<file path="src/rtl/demux4_buf_pkg.sv">
// Shared constants for the 4-way mux/demux family (used by demux4_buf and mux4).
package demux4_buf_pkg;

  localparam int unsigned NUM_OUT   = 4;
  localparam int unsigned SEL_WIDTH = 2;
  localparam int unsigned OCC_WIDTH = 3;

endpackage

</file>
<file path="src/rtl/demux4_fifo.sv">
// Per-output FIFO for demux4_buf: DEPTH entries (2 or 4), strict FIFO order.
// Payload storage has no reset; only pointers and occupancy are cleared.
module demux4_fifo
  import demux4_buf_pkg::*;
#(
  parameter int unsigned DATA_WIDTH = 64,
  parameter int unsigned DEPTH      = 2
) (
  input  logic                  clk,
  input  logic                  rst,
  input  logic                  flush,
  input  logic                  push,
  input  logic                  pop,
  input  logic [DATA_WIDTH-1:0] wdata,
  output logic [DATA_WIDTH-1:0] rdata,
  output logic [OCC_WIDTH-1:0]  count,
  output logic                  full,
  output logic                  empty
);

  localparam int unsigned          PTR_W    = $clog2(DEPTH);
  localparam logic [OCC_WIDTH-1:0] FULL_CNT = OCC_WIDTH'(DEPTH);

  logic [DATA_WIDTH-1:0] r_mem [DEPTH];
  logic [PTR_W-1:0]      r_wptr;
  logic [PTR_W-1:0]      r_rptr;
  logic [OCC_WIDTH-1:0]  r_count;
  logic                  w_push_en;
  logic                  w_pop_en;

  assign w_push_en = push && !full;
  assign w_pop_en  = pop && !empty;

  // Pointer and occupancy update; rst and flush both discard everything.
  always_ff @(posedge clk) begin
    if (rst || flush) begin
      r_wptr  <= '0;
      r_rptr  <= '0;
      r_count <= '0;
    end else begin
      if (w_push_en) r_wptr <= r_wptr + 1'b1;
      if (w_pop_en)  r_rptr <= r_rptr + 1'b1;
      case ({w_push_en, w_pop_en})
        2'b10:   r_count <= r_count + 1'b1;
        2'b01:   r_count <= r_count - 1'b1;
        default: r_count <= r_count;
      endcase
    end
  end

  // Payload write at the tail; suppressed on rst/flush so discarded beats never land.
  always_ff @(posedge clk) begin
    if (w_push_en && !rst && !flush) begin
      r_mem[r_wptr] <= wdata;
    end
  end

  assign rdata = r_mem[r_rptr];
  assign count = r_count;
  assign full  = (r_count == FULL_CNT);
  assign empty = (r_count == '0);

endmodule

</file>
<file path="src/rtl/demux4_buf.sv">
// 1-to-4 buffered demultiplexer: each input beat is routed by in_sel into one of
// four independent FIFOs. in_ready depends only on the selected FIFO's
// registered occupancy, flush and rst -- never on out_ready.
module demux4_buf
  import demux4_buf_pkg::*;
#(
  parameter int unsigned DATA_WIDTH = 64,
  parameter int unsigned DEPTH      = 2
) (
  input  logic                  clk,
  input  logic                  rst,
  input  logic                  flush,
  input  logic                  in_valid,
  output logic                  in_ready,
  input  logic [SEL_WIDTH-1:0]  in_sel,
  input  logic [DATA_WIDTH-1:0] in_data,
  output logic [NUM_OUT-1:0]    out_valid,
  input  logic [NUM_OUT-1:0]    out_ready,
  output logic [DATA_WIDTH-1:0] out_data0,
  output logic [DATA_WIDTH-1:0] out_data1,
  output logic [DATA_WIDTH-1:0] out_data2,
  output logic [DATA_WIDTH-1:0] out_data3,
  output logic [OCC_WIDTH-1:0]  occ0,
  output logic [OCC_WIDTH-1:0]  occ1,
  output logic [OCC_WIDTH-1:0]  occ2,
  output logic [OCC_WIDTH-1:0]  occ3
);

  logic [DATA_WIDTH-1:0] w_rdata [NUM_OUT];
  logic [OCC_WIDTH-1:0]  w_count [NUM_OUT];
  logic [NUM_OUT-1:0]    w_full;
  logic [NUM_OUT-1:0]    w_empty;
  logic [NUM_OUT-1:0]    w_push;
  logic [NUM_OUT-1:0]    w_pop;
  logic [NUM_OUT-1:0]    w_out_valid;
  logic                  w_in_ready;

  // full == (occ == DEPTH), so !full is the occ < DEPTH test on the selected buffer.
  assign w_in_ready = !w_full[in_sel] && !flush && !rst;

  // out_valid is forced low while rst is high so no pop can occur during reset.
  assign w_out_valid = ~w_empty & {NUM_OUT{~rst}};

  // Decode in_sel into a one-hot push and gate pops with the per-output handshake.
  always_comb begin
    w_push = '0;
    w_pop  = '0;
    for (int unsigned i = 0; i < NUM_OUT; i++) begin
      w_push[i] = in_valid && w_in_ready && (in_sel == SEL_WIDTH'(i));
      w_pop[i]  = w_out_valid[i] && out_ready[i];
    end
  end

  for (genvar k = 0; k < NUM_OUT; k++) begin : g_fifo
    demux4_fifo #(
      .DATA_WIDTH (DATA_WIDTH),
      .DEPTH      (DEPTH)
    ) u_fifo (
      .clk   (clk),
      .rst   (rst),
      .flush (flush),
      .push  (w_push[k]),
      .pop   (w_pop[k]),
      .wdata (in_data),
      .rdata (w_rdata[k]),
      .count (w_count[k]),
      .full  (w_full[k]),
      .empty (w_empty[k])
    );
  end

  assign in_ready  = w_in_ready;
  assign out_valid = w_out_valid;
  assign out_data0 = w_rdata[0];
  assign out_data1 = w_rdata[1];
  assign out_data2 = w_rdata[2];
  assign out_data3 = w_rdata[3];
  assign occ0      = w_count[0];
  assign occ1      = w_count[1];
  assign occ2      = w_count[2];
  assign occ3      = w_count[3];

endmodule

</file>
<file path="config.mk">
export PLATFORM = sky130hd
export DESIGN_NAME = demux4_buf
export DESIGN_NICKNAME = d
export VERILOG_FILES = /design/src/rtl/demux4_buf_pkg.sv /design/src/rtl/demux4_fifo.sv /design/src/rtl/demux4_buf.sv
export SDC_FILE = /design/constraint.sdc
export NUM_CORES = 1
export LEC_CHECK = 0
export ABC_AREA = 1
export ABC_CLOCK_PERIOD_IN_PS = 6300
export CORE_MARGIN = 5
export CORE_UTILIZATION = 45
export DETAILED_ROUTE_END_ITERATION = 8
export PLACE_DENSITY = 0.79
export SETUP_SLACK_MARGIN = 0.02
export SLEW_MARGIN = 20
export SYNTH_ARGS = -nofsm -noshare
export SYNTH_HDL_FRONTEND = slang
export SYNTH_SLANG_ARGS = --single-unit
</file>
<file path="constraint.sdc">
create_clock -name clk -period 6.3 [get_ports clk]
set_clock_uncertainty 0.05 [all_clocks]
set_input_delay 0.63 -clock clk [delete_from_list [all_inputs] [get_ports clk]]
set_output_delay 0.63 -clock clk [all_outputs]
set_load 0.005 [all_outputs]
</file>
## Yosys cells after proc, flatten, opt, wreduce, memory -nomap -nowiden

Memories as Yosys holds them, arrays and structs flattened. A register that Yosys moved wholly into a read port is not among the register bits.
Cells that the tools add are included.

- Flip-flop bits (word level): 20
- RAM bits: 512
- Input bits: 74
- Output and inout bits: 273
- Memories kept: 4

- $add $sub $neg: 16
- Magnitude comparators: 1
- Eq/ne operators: 15
- Multiplexer cells: 22
- Bitwise gates (word level): 3
- Reductions and logical operators: 48

Memory list:

| name | depth | bits a word | read ports | clocked after memory_dff | write ports | RTL line | text |
|---|---|---|---|---|---|---|---|
| g_fifo[0].u_fifo.r_mem | 2 | 64 | 1 | 1 | 1 | demux4_fifo.sv:24 | `logic [DATA_WIDTH-1:0] r_mem [DEPTH];` |
| g_fifo[1].u_fifo.r_mem | 2 | 64 | 1 | 1 | 1 | demux4_fifo.sv:24 |  |
| g_fifo[2].u_fifo.r_mem | 2 | 64 | 1 | 1 | 1 | demux4_fifo.sv:24 |  |
| g_fifo[3].u_fifo.r_mem | 2 | 64 | 1 | 1 | 1 | demux4_fifo.sv:24 |  |

Operator list:

| cell | number |
|---|---|
| logical AND 1 bit | 27 |
| one-hot mux 3 bit (2 select lines) | 4 |
| two-way mux 1 bit | 17 |
| adder 3 x 1 -> 3 bit, second input constant | 4 |
| == test 2 bit, second input constant | 6 |
| == test 3 x 2 -> 1 bit, second input constant | 4 |
| logical NOT 3 bit | 4 |
| subtractor 3 x 1 -> 3 bit, second input constant | 4 |
| logical NOT 1 bit | 11 |
| == test 2 x 1 -> 1 bit, second input constant | 5 |
| adder 1 bit, second input constant | 8 |
| nonzero test 2 bit | 4 |
| AND 4 bit | 1 |
| inverter 4 bit | 1 |
| < comparator 2 x 3 -> 1 bit, second input constant | 1 |
| binary-select mux 1 bit (select 2 bit) | 1 |
| logical NOT 2 bit | 1 |
| logical OR 1 bit | 1 |
| inverter 1 bit | 1 |

## Depth between registers and ports, before layout

- Word-level depth: 13
- Mapped depth: 13
- Gate-level depth less buffers: 13

## Hierarchy

A second synthesis with hierarchy kept.

- Cells, all modules: 1,015
- Area total of the unflattened synthesis: 21,114.0 µm²

By module, submodules not included:

| module | instances | cells an instance | area an instance (µm²) | seq. area each (µm²) |
|---|---|---|---|---|
| demux4_fifo | 4 | 246 | 5,240.0 | 3,963.8 |
| demux4_buf | 1 | 31 | 153.9 | 0.0 |

## Worst setup path before layout

OpenSTA, ideal clock, no wires.

- Kind: input port to flip-flop
- Start: input in_sel[1]
- End: memory g_fifo[0].u_fifo.r_mem[1][0], enable pin
- Data arrival time: 3.800 ns
- Path slack: 1.963 ns
- Cell stages on the path: 7
- Buffers on the path: 0
- Path through: nand2_1 > inv_1 > nand3_1 > nand2_2 > inv_2 > nand4_2 > nor2_1

- Cells in the longest elaborated chain, start to end: 12
- Elaborated cells between the ends (all ways): 13
- Classes of those cells: mux (4); reduce/logical (9)

RTL lines:

| item | RTL line | text |
|---|---|---|
| start: declaration | demux4_buf.sv:15 | `input logic [SEL_WIDTH-1:0] in_sel,` |
| binary-select mux 1 bit (select 2 bit) | demux4_buf.sv:39 | `assign w_in_ready = !w_full[in_sel] && !flush && !rst;` |
| two-way mux 1 bit (implied by the code) | demux4_buf.sv:39 |  |
| logical NOT 1 bit | demux4_buf.sv:39 |  |
| logical AND 1 bit (2 in series) | demux4_buf.sv:39 |  |
| logical AND 1 bit | demux4_buf.sv:49 | `w_push[i] = in_valid && w_in_ready && (in_sel == SEL_WIDTH'(i));` |
| logical AND 1 bit (*) | demux4_buf.sv:49 |  |
| logical AND 1 bit (*) | demux4_fifo.sv:31 | `assign w_push_en = push && !full;` |
| logical AND 1 bit (*) (2 in series) | demux4_fifo.sv:53 | `if (w_push_en && !rst && !flush) begin` |
| two-way mux 1 bit (*) | demux4_fifo.sv:53 |  |
| two-way mux 1 bit (implied by the code) (*) | demux4_fifo.sv:54 | `r_mem[r_wptr] <= wdata;` |
| end: declaration | demux4_fifo.sv:24 |  |

Every way passes the cells marked *; elsewhere a longest branch is shown, timed or not. The select of a mux whose other input is x is not followed.

## Worst setup path in the final report

- Start: input rst
- End: memory g_fifo[0].u_fifo.r_mem[1][14], enable pin

- Cells in the longest elaborated chain, start to end: 9

RTL lines:

| item | RTL line | text |
|---|---|---|
| start: declaration | demux4_buf.sv:11 | `input logic rst,` |
| logical NOT 1 bit (*) | demux4_fifo.sv:53, demux4_buf.sv:39 |  |
| logical AND 1 bit | demux4_buf.sv:39 |  |
| logical AND 1 bit (2 in series) | demux4_buf.sv:49 |  |
| logical AND 1 bit | demux4_fifo.sv:31 |  |
| logical AND 1 bit (*) (2 in series) | demux4_fifo.sv:53 |  |
| two-way mux 1 bit (*) | demux4_fifo.sv:53 |  |
| two-way mux 1 bit (implied by the code) (*) | demux4_fifo.sv:54 |  |

Every way passes the cells marked *; elsewhere a longest branch is shown, timed or not.

==> impl_metrics.toml <==
[run_status]
outcome = "completed"

[cells_and_area]
nNetsFinal = 1422
final_common_cell = "edfxtp_1"
fin_util = 0.594
diodes = 0
area_growth_pct = 30.4
layout_common_cells = "edfxtp_1, clkdlybuf4s50_1, mux2_2"
drive_above_1_share = 0.273

[critical_path]
crit_chain = "clkdlybuf4s50_1 > nor2_1 > nand2_1 > nor2_4 > nand4_2 > nor2_4 > buf_4"
crit_family = "simple AND/OR/NAND/NOR gates"
slowest_stage = "nor2_4"
criticalPathCategory = "input pin to flip-flop"
cpMostUsedCell = "nor2_4"
cpPeakStageDelay_ns = 0.71
arrival_ns = 3.69
cp_num_buf_inv = 2
critPathRequiredTime_ns = 6.45
crit_path_max_fanout = 39
end_kind = "flip-flop"
startpoint_type = "input pin"

[grt]
grt_pass1_wl_um = 66900
gr-usage-met1 = 0.242
grt_max_degree = 65
antenna_found_initial = 1
first_global_vias = 10700
groute.layer.met3.usage = 0.0566
grt_overflow = 0
grt.busiest_layer = "met2"
grt_util_met2 = 0.305
grtUsageTotal = 0.184

[placement]
routabilityCongestion = 0.837
portBuffers = 346
dp_hpwl_um = 27900

[drt]
drc = 0
wl_per_cell_um = 22.8
vias = 10000
viasPerCell = 5.08
drt_pass1_iterations = 4
antenna_left = 0
drt_iter0_drc = 802
wl_um = 45000

[power_and_ir_drop]
power_uw = 7330
pwr-share-seq = 0.536
comb_power_share = 0.025
pwr-share-clk = 0.439
power.switching_uw = 1390
p_per_area_mw_per_mm2 = 286
p_int_uw = 5940
swShare = 0.189
irDropWorstVdd_v = 0.000186
leakagePower_uw = 0.00830

[timing]
rsz0062_at_grt = "no"
fin_crit_sh = 0.562
finalSetupTns_ns = 0
relSlewSlack = 0.275
min_period_ns = 3.54
worst_slew_pin_slew_ns = 1.09
timing.fmax_ghz = 0.282
drv_slew = 0
finalSetupViolations = 0
hold_viol_final = 0

[die]
initial_utilization = 0.456
die_w_um = 219
die_height_um = 219
core_area_mm2 = 0.0432
die_area_mm2 = 0.0480
ioPinCount = 347
num_rows = 76

[cts]
clk_latency_ns = 0.59
cts_tree = "yes"
htreeDepth = 2
cts.sinks = 536
clk_pin_slew_ns = 0.06
cts_resized = 0
ctsHoldBuffers = 0
clockBufferDepth = 3
clock-root-buffer = "clkbuf_16"
cts_setup_buffers = 0
numCtsBuffers = 52

[synth]
syn_nets = 1045
syn_area_per_cell_um2 = 20.4
synthesis.area_mm2 = 0.0197
ys.flop_type = "edfxtp_1"
async_flop_share = 0
synth-seq-cells = 536
synth_cells = 963
synth_edf_count = 512
yosysWarnings = 0
synthDistinctLibCells = 21
yosysSeqAreaShare = 0.806

[flow_run]
cap_violations = 0

[min_path]
min_path_type = "flip-flop to flip-flop"
through the flow:
step / instance area, um^2 / hold slack (ns) / std cells / setup WS [ns]
after detailed placement: 23800 / 0.425 / 1871 / 2.12
final: 25600 / 0.434 / 1969 / 2.76
after global routing: 25600 / 0.481 / 1969 / 2.57
after floorplan: 19700 / 0.418 / 963 / 1.96
after CTS: 25600 / 0.438 / 1969 / 2.72
after global placement: 23800 / 0.418 / 1871 / 2.25
registers in the layout, summed over array words and instances (netlist names), named ones only:
register / flops
g_fifo.u_fifo.r_mem: 512
g_fifo.u_fifo.r_wptr: 4
g_fifo.u_fifo.r_rptr: 4
g_fifo.u_fifo.count: 12
cell families (layout without fill, tap and decap cells):
group / Yosys count / after routing / share of synthesized area
xor gates and xnor gates: 4 / 4 / 0.00178
and+or+nand+nor: 62 / 62 / 0.0165
AOI/OAI and AO/OA: 32 / 32 / 0.00814
adders and majority gates: 8 / 8 / 0.00661
buffers and inverters: 65 / 486 / 0.0146
muxes: 256 / 256 / 0.147
DFF: 536 / 536 / 0.806
cell type report:
| cell class | instances | area (um^2) |
|---|---|---|
| sequential | 536 | 15900 |
| timing repair buffer | 354 | 3520 |
| clock inverter | 27 | 280 |
| multi-input combinational | 362 | 3560 |
| clock buffer | 71 | 1550 |
| fill | 3117 | 17500 |
| inverter | 34 | 133 |
| tap | 585 | 732 |
path summary, 6_finish.rpt:
kind | end | cells past startpoint | startpoint | slack (ns)
min reg2reg | g_fifo[2].u_fifo.count[2] | 2 | g_fifo[2].u_fifo.count[2] | 0.43
min | g_fifo[2].u_fifo.count[2] | 2 | g_fifo[2].u_fifo.count[2] | 0.43
max | g_fifo[0].u_fifo.r_mem[1][14] | 7 | rst | 2.76
max reg2reg | g_fifo[0].u_fifo.r_mem[1][14] | 7 | g_fifo[0].u_fifo.count[2] | 3.46
tightest hold or removal path: cells and delay by family (launching register included):
family,cells,cell delay (ns)
DFF,1,0.32
buffers and inverters,1,0.06
AOI/OAI and AO/OA,1,0.05
metal layers:
layer,part of all wire,vias to the layer above
li1,-,4483
met1,0.41,5120
met2,0.50,342
met3,0.079,62
met4,0.019,2
met5,0.00029,-
power groups by stage:
stage | Sequential (uW) | Clock, uW | Combinational (uW)
global route | 3930 | 3460 | 196
detailed placement | 4000 | 0 | 183
global placement | 4000 | 0 | 177
CTS | 3930 | 3290 | 185
floorplan | 4000 | 0 | 40.1
finish | 3930 | 3220 | 182
synthesized netlist by cell type (3+ instances only):
cell type,instances,share of area
edfxtp_1,512,0.78
mux2_2,256,0.15
inv_1,31,0.0059
buf_2,29,0.0074
nor2_1,29,0.0055
dfxtp_1,24,0.024
a21oi_1,20,0.0051
nand2_1,14,0.0027
o21ai_0,12,0.0031
fa_1,4,0.0041
ha_1,4,0.0025
nand4_1,4,0.0013
nand4_2,4,0.0025
xor2_1,4,0.0018
inv_2,3,0.00057
nand3_2,3,0.0015
nor2_2,3,0.00095
Power figures use the tool's default switching activity.
